==> config.mk <==
export PLATFORM = sky130hd
export DESIGN_NAME = subtraction_divider_ctrl
export DESIGN_NICKNAME = d
export VERILOG_FILES = /design/src/rtl/subdiv_pkg.sv /design/src/rtl/sub_unit.sv /design/src/rtl/subtraction_divider_ctrl.sv
export SDC_FILE = /design/constraint.sdc
export NUM_CORES = 1
export LEC_CHECK = 0
export ABC_AREA = 1
export CELL_PAD_IN_SITES_DETAIL_PLACEMENT = 0
export CELL_PAD_IN_SITES_GLOBAL_PLACEMENT = 1
export CORE_ASPECT_RATIO = 1.25
export CORE_MARGIN = 3
export CORE_UTILIZATION = 25
export DETAILED_ROUTE_END_ITERATION = 16
export HOLD_SLACK_MARGIN = 0.12
export MAX_ROUTING_LAYER = met4
export PLACE_DENSITY = 0.61
export SYNTH_ARGS = -nofsm -noshare
export SYNTH_HDL_FRONTEND = slang
export SYNTH_SLANG_ARGS = --single-unit
==> constraint.sdc <==
create_clock -name clk -period 3.43 [get_ports clk]
set_input_delay 0.343 -clock clk [delete_from_list [all_inputs] [get_ports clk]]
set_output_delay 0.343 -clock clk [all_outputs]
set_load 0.02 [all_outputs]
==> src/rtl/subdiv_pkg.sv <==
// subdiv_pkg: shared state encoding and default width for the subtraction divider
package subdiv_pkg;
  localparam int SUBDIV_WIDTH = 4;
  typedef enum logic [1:0] {IDLE, SUB, DONE} subdiv_state_e;
endpackage

==> src/rtl/sub_unit.sv <==
// sub_unit: combinational WIDTH-bit a-b with borrow out
module sub_unit #(
  parameter int WIDTH = 4
) (
  input  logic [WIDTH-1:0] a,
  input  logic [WIDTH-1:0] b,
  output logic [WIDTH-1:0] diff,
  output logic             borrow_out
);
  assign {borrow_out, diff} = {1'b0, a} - {1'b0, b};
endmodule

==> src/rtl/subtraction_divider_ctrl.sv <==
// subtraction_divider_ctrl: unsigned divide by repeated subtraction, one subtract per clock
// Define SUBDIV_FASTPATH_EN to finish dividend<divisor in IDLE without visiting SUB.
module subtraction_divider_ctrl
  import subdiv_pkg::*;
#(
  parameter int WIDTH = SUBDIV_WIDTH
) (
  input  logic             clk,
  input  logic             rst,
  input  logic             start,
  input  logic [WIDTH-1:0] dividend,
  input  logic [WIDTH-1:0] divisor,
  output logic             busy,
  output logic             done,
  output logic [WIDTH-1:0] quotient,
  output logic [WIDTH-1:0] remainder,
  output logic             div_by_zero
);
  subdiv_state_e    state_q, state_d;
  logic [WIDTH-1:0] rem_q, rem_d, dvs_q, dvs_d, quo_q, quo_d, res_q, res_d;
  logic             dbz_q, dbz_d, busy_q, busy_d, done_q, done_d;
  logic [WIDTH-1:0] diff;
  logic             borrow;
  sub_unit #(.WIDTH(WIDTH)) u_sub (
    .a(rem_q),
    .b(dvs_q),
    .diff(diff),
    .borrow_out(borrow)
  );
  always_comb begin
    state_d = state_q;
    rem_d   = rem_q;
    dvs_d   = dvs_q;
    quo_d   = quo_q;
    res_d   = res_q;
    dbz_d   = dbz_q;
    unique case (state_q)
      IDLE: if (start) begin
        rem_d   = dividend;
        dvs_d   = divisor;
        quo_d   = '0;
        dbz_d   = 1'b0;
        state_d = SUB;
        if (divisor == '0) begin
          quo_d   = '1;
          res_d   = dividend;
          dbz_d   = 1'b1;
          state_d = DONE;
        end
`ifdef SUBDIV_FASTPATH_EN
        else if (dividend < divisor) begin
          res_d   = dividend;
          state_d = DONE;
        end
`endif
      end
      SUB: begin
        rem_d   = borrow ? rem_q : diff;
        quo_d   = borrow ? quo_q : quo_q + WIDTH'(1);
        res_d   = borrow ? rem_q : res_q;
        state_d = borrow ? DONE : SUB;
      end
      default: state_d = IDLE;
    endcase
    busy_d = state_d != IDLE;
    done_d = state_d == DONE;
  end
  always_ff @(posedge clk) begin
    if (rst) begin
      state_q <= IDLE;
      rem_q   <= '0;
      dvs_q   <= '0;
      quo_q   <= '0;
      res_q   <= '0;
      dbz_q   <= 1'b0;
      busy_q  <= 1'b0;
      done_q  <= 1'b0;
    end else begin
      state_q <= state_d;
      rem_q   <= rem_d;
      dvs_q   <= dvs_d;
      quo_q   <= quo_d;
      res_q   <= res_d;
      dbz_q   <= dbz_d;
      busy_q  <= busy_d;
      done_q  <= done_d;
    end
  end
  assign busy        = busy_q;
  assign done        = done_q;
  assign quotient    = quo_q;
  assign remainder   = res_q;
  assign div_by_zero = dbz_q;
endmodule

# After elaboration in Yosys (flattened, before gate mapping)
# Cells that the tools add are included.
[classes]
add_sub_neg = 2
mux = 16
eq_ne = 6
n_reduce_logical = 7
[ops]
columns = ["operator", "n"]
rows = [
  ["4-bit 2-to-1 mux", 8],
  ["4-bit one-hot mux with 2 select lines", 3],
  ["2-bit != test (second input constant)", 4],
  ["2-bit 2-to-1 mux", 3],
  ["4-bit by 4-bit subtractor with 5-bit output", 1],
  ["4-bit by 1-bit adder with 4-bit output (second input constant)", 1],
  ["4-bit logical NOT", 1],
  ["2-bit one-hot mux with 2 select lines", 1],
  ["4-bit AND reduction", 1],
  ["2-bit nonzero test", 2],
  ["3-bit AND reduction", 1],
  ["2-bit by 1-bit == test with 1-bit output (second input constant)", 1],
  ["2-bit == test (second input constant)", 1],
  ["2-bit logical NOT", 1],
  ["2-bit AND reduction", 1],
  ["1-bit 2-to-1 mux", 1],
]
[totals]
inputBits = 11
reg_bits = 21
out_inout_bits = 11
word_cells = 39

# Logic depth before layout (Yosys ltp)
[logic_depth]
ltp_word = 5
depth_mapped = 10
ltp_nobuf = 10

# Modules after synthesis
# Synthesis repeated with hierarchy kept, for this count alone.
[hier_totals]
cells_unflattened = 163
hier_area_um2 = 1109.8
[modules_own_cells]
columns = ["module", "cells_each", "area_per_inst_um2", "instances", "seq_area_each_um2"]
rows = [
  ["subtraction_divider_ctrl", 141, 965.9, 1, 420.4],
  ["sub_unit", 22, 143.9, 1, 0.0],
]

# Worst setup path before layout
# No wires, ideal clock.
[synth_path]
kind = "register to register"
from = "register rem_q[0]"
to = "register rem_q[0]"
setup_slack_ns = 1.810
path_stages_with_launch = 10
arrival_time_ns = 1.505
required_time_ns = 3.314
setup_time_ns = 0.116
cell_sequence = "dfxtp_1 > inv_1 > ha_1 > fa_1 > inv_1 > nand3_1 > nand3_2 > nand2_2 > o21ai_0 > nor2_1"
[synth_via]
elab_chain_cells = 3
elab_cells_between_ends = 5
[synth_lines]
columns = ["item", "line_no", "rtl"]
rows = [
  ["start, declared", "subtraction_divider_ctrl.sv:20", "logic [WIDTH-1:0] rem_q, rem_d, dvs_q, dvs_d, quo_q, quo_d, res_q, res_d;"],
  ["start signal, assigned", "subtraction_divider_ctrl.sv:80", "rem_q <= rem_d;"],
  ["4-bit by 4-bit subtractor with 5-bit output (*)", "sub_unit.sv:10", "assign {borrow_out, diff} = {1'b0, a} - {1'b0, b};"],
  ["4-bit 2-to-1 mux or 2-bit != test (tied branches)", "-", ""],
  ["4-bit one-hot mux with 2 select lines or 3-bit AND reduction (tied branches)", "-", ""],
]
# Mark *: on every way between the ends. The rest lies on a longest branch, timed or not. The select of a mux whose other input is x is not followed.
# A chain may end at the register's enable or synchronous reset.

# Worst setup path in the final report
# Same ends and word-level chain as after synthesis.

==> results.txt <==
The flow ran to the end, and the final reports show no timing, DRC or antenna violations. After routing, the total negative slack on setup checks comes to 0 ns. Setup slack closes at 1.502 ns.

The cell count after synthesis is 152. The critical path is of the reg2reg type. The total routed wirelength is 2714 um. The tree is rooted in a clkbuf_8. The number of antenna violations at the first check in global routing was 0. By instance count, the leading cell after synthesis is nand2_1. The first global-routing pass estimated 4588 um of wire. Counting the fill cells in the layout gives 480.

The area growth from synthesis to layout is 26.70%. dfxtp_1 takes more of the synthesized area than any other cell. The setup skew after layout is 0.003310 ns. Dividing total power by cell area gives a power density of 547.1 nW/um2. The detail-routed net length per standard cell came out at 11.80 um. The required arrival time at the worst endpoint is 3.59 ns. The initial core utilization is 26.56%. The routability congestion estimate from global placement came out at 0.8208. CTS built an H-tree with a depth of 1. The diode insertion count for antenna repair came out at 0. OpenSTA, run right after detailed placement, puts the worst setup slack at 1.499 ns. The number of optimization iterations in the first detailed-route pass came out at 4. The clock latency at the later pin of the worst-skew pair is 0.26 ns. In this run the remaining antenna-violating nets after routing total 0. For this design the total switching power over the nets is 0.0002793 W. The internal power consumption came out at 0.0004874 W. Yosys attributes the largest share of cell area to dfxtp_1, nand2_1, nor2_1. The x dimension of the die is 65.49 um. The library cell contributing the largest single delay on the critical path is fa_1. Walking the worst path, the cells encountered are inv_1 -> ha_1 -> fa_1 -> inv_1 -> nand3_1 -> nand3_2 -> nand2_2 -> o21ai_0 -> nor2_1. The total half-perimeter wirelength after legalization and detailed placement came out at 2062 um. The area inside the core boundary is 4164 um2. The endpoint kind of the worst setup timing path is a register.

The TritonCTS clock tree is done. A synthesized cell averages 7.277 um2. Net switching is 36.43% of the power.

For this run, the slowest stage of the critical path takes 0.40 ns. The total of cells resized after clock tree synthesis came out at 0. The sequential fraction of design power came out at 40.6%.

The final-report max-slew violation count came out at 0. The number of buffers added by the clock tree synthesis step is 3. Summed over all cells, the static leakage comes to 0.6121 nW. The final setup violation count is 0. The number of placement rows is 26. The most numerous cell type found on the critical path is inv_1. The worst pin sits at a relative slew slack of 67.25%. The post-layout minimum cycle time is 1.928 ns. The count of flip-flops with a built-in enable after synthesis is 0. The share of total power dissipated in combinational logic is 38.1%. The die area is 5263 um2. The clock slew seen by the registers of the worst setup and hold paths is 0.08 ns. The number of nets in the finished design came out at 192. The I/O pin total is 22. The via count normalized by instance count is 4.426. For this block, the initial DRC count from the detailed router was 37. The total standard cell area after synthesis is 1106 um2. Sequential elements use 38.01% of the synthesized area. The final count of hold timing violations came out at 0.

The number of max-cap violations came out at 0. The count of cell types in the netlist is 24. Across the VDD grid, the largest voltage drop is 150.6 uV. In the synthesized netlist the async set-or-reset flop fraction comes to 0%. The number of nets handed over by synthesis was 169.

The count of buffer and inverter cells on the critical path came out at 2. STA classifies the critical path startpoint as a register. The hold-fix buffer count after cts came out at 0. The number of global-route vias before repair is 992. The total number of vias is 1018. The largest net degree at the start of global routing came out at 17. The data arrival time at the worst-slack endpoint is 2.09 ns. The die is 80.37 um tall. The number of buffers on the longest clock path came out at 2. The final hold slack came out at 0.4902 ns. The worst-path maximum fanout is 13. The port buffer count came out at 21. The clock net sink count came out at 21. During synthesis, Yosys emitted a total of 0 warnings.

The worst-margin pin slew came out at 0.4907 ns. In the global route stage, overall resource usage came out at 11.72%. The total overflow left after global routing is 0. By count the netlist is led by nand2_1, nor2_1, dfxtp_1, a21oi_1, inv_1. The number of buffers inserted to repair setup after CTS came out at 0. Setup repair after global routing left no endpoint under its margin. The final worst-path cycle share came out at 56.20%. The share of power burned in the clock network came out at 21.4%.

The kind of cell adding the most delay to the critical path is adder cells. The top flip-flop cell by instance count after synthesis is dfxtp_1. Timing would allow up to 518.8 MHz. The share of the synthesized area in the top cell type is 38.01%.

In the routed design, unresolved DRC markers number 0. The post-synthesis sequential element count came out at 21. In this run the worst hold path is classified as reg2reg. The fraction of layout cells with a size suffix above 1 came out at 6.897%.
metrics by stage:
| stage | utilization, % | cells | cell area (um2) | power, W |
|---|---|---|---|---|
| final | 33.65 | 230 | 1401 | 0.0007666 |
| after global routing | 33.65 | 230 | 1401 | 0.0008316 |
| after CTS | 33.65 | 230 | 1401 | 0.0007773 |
| after detailed placement | 32.57 | 226 | 1356 | 0.0006127 |
| after global placement | 32.57 | 226 | 1356 | 0.0006097 |
| after floorplan | - | 152 | 1106 | 0.0005185 |
path summary, 6_finish.rpt:
path / start / to / slack [ns] / cells past startpoint
worst max-delay path: rem_q[0]$_SDFFE_PP0P_ / rem_q[0]$_SDFFE_PP0P_ / 1.50 / 9
worst min-delay path: rem_q[0]$_SDFFE_PP0P_ / rem_q[0]$_SDFFE_PP0P_ / 0.49 / 2
worst max register to register: rem_q[0]$_SDFFE_PP0P_ / rem_q[0]$_SDFFE_PP0P_ / 1.50 / 9
worst min register to register: rem_q[0]$_SDFFE_PP0P_ / rem_q[0]$_SDFFE_PP0P_ / 0.49 / 2
power by group through the flow:
stage / sequential [W] / combinational [W] / clock [W]
2_1_floorplan: 0.000338 / 0.000181 / 0
3_3_place_gp: 0.000316 / 0.000294 / 0
3_5_place_dp: 0.000318 / 0.000295 / 0
4_1_cts: 0.000312 / 0.000296 / 0.000169
5_1_grt: 0.000318 / 0.000332 / 0.000182
6_report: 0.000311 / 0.000292 / 0.000164
cell families (layout without fill, tap and decap cells):
group | Yosys count | after routing | share of synthesized area, %
AO/OA/AOI/OAI | 33 | 33 | 15.05
adder cells (fa/ha/maj) | 6 | 6 | 7.466
buffers and inverters | 21 | 43 | 8.823
XOR/XNOR | 2 | 2 | 1.584
flip-flops | 21 | 21 | 38.01
AND/OR/NAND/NOR | 69 | 69 | 29.07
state kept, by name, summed over array words and instances, names as in the netlist:
signal / count
div_by_zero: 1
dvs_q: 4
remainder: 4
rem_q: 4
state_q: 2
quotient: 4
done: 1
busy: 1
per-layer routing:
layer	up-vias	GRT usage (%)	part of all wire (%)
li1	536	-	-
met1	465	13.33	46
met2	13	20.06	49
met3	4	1.678	2.8
met4	0	5.602	1.9
met5	-	-	0
cells in the final DEF, fill, tap and decap left out, types with 3 or more instances in the layout:
cell,synthesis,final
o21ai_0,13,13
nand2_1,28,28
nand3b_1,4,4
o21ai_1,4,4
nand3_1,6,6
dfxtp_1,21,21
ha_1,5,5
nor2_1,22,22
nand2_2,3,3
inv_1,15,15
clkbuf_8,0,3
inv_2,3,3
a21oi_1,15,15
clkdlybuf4s50_1,0,21
final cells by class:
cell class                 count  area [um2]  area share [%]
multi-input combinational    110       588.1           41.96
clock buffer                   4       45.04           3.214
inverter                      18       67.56           4.821
timing repair buffer          21       210.2           15.00
tap                           56       70.07           5.000
sequential                    21       420.4           30.00
worst reg2reg max path: cells and delay by family (launching register included):
| family | cells | cell delay [ns] |
|---|---|---|
| compound gates | 1 | 0.19 |
| fa+ha+maj | 2 | 0.62 |
| buf+inv | 2 | 0.12 |
| flops | 1 | 0.33 |
| simple gates | 4 | 0.57 |
(Power assumes the default switching activity.)
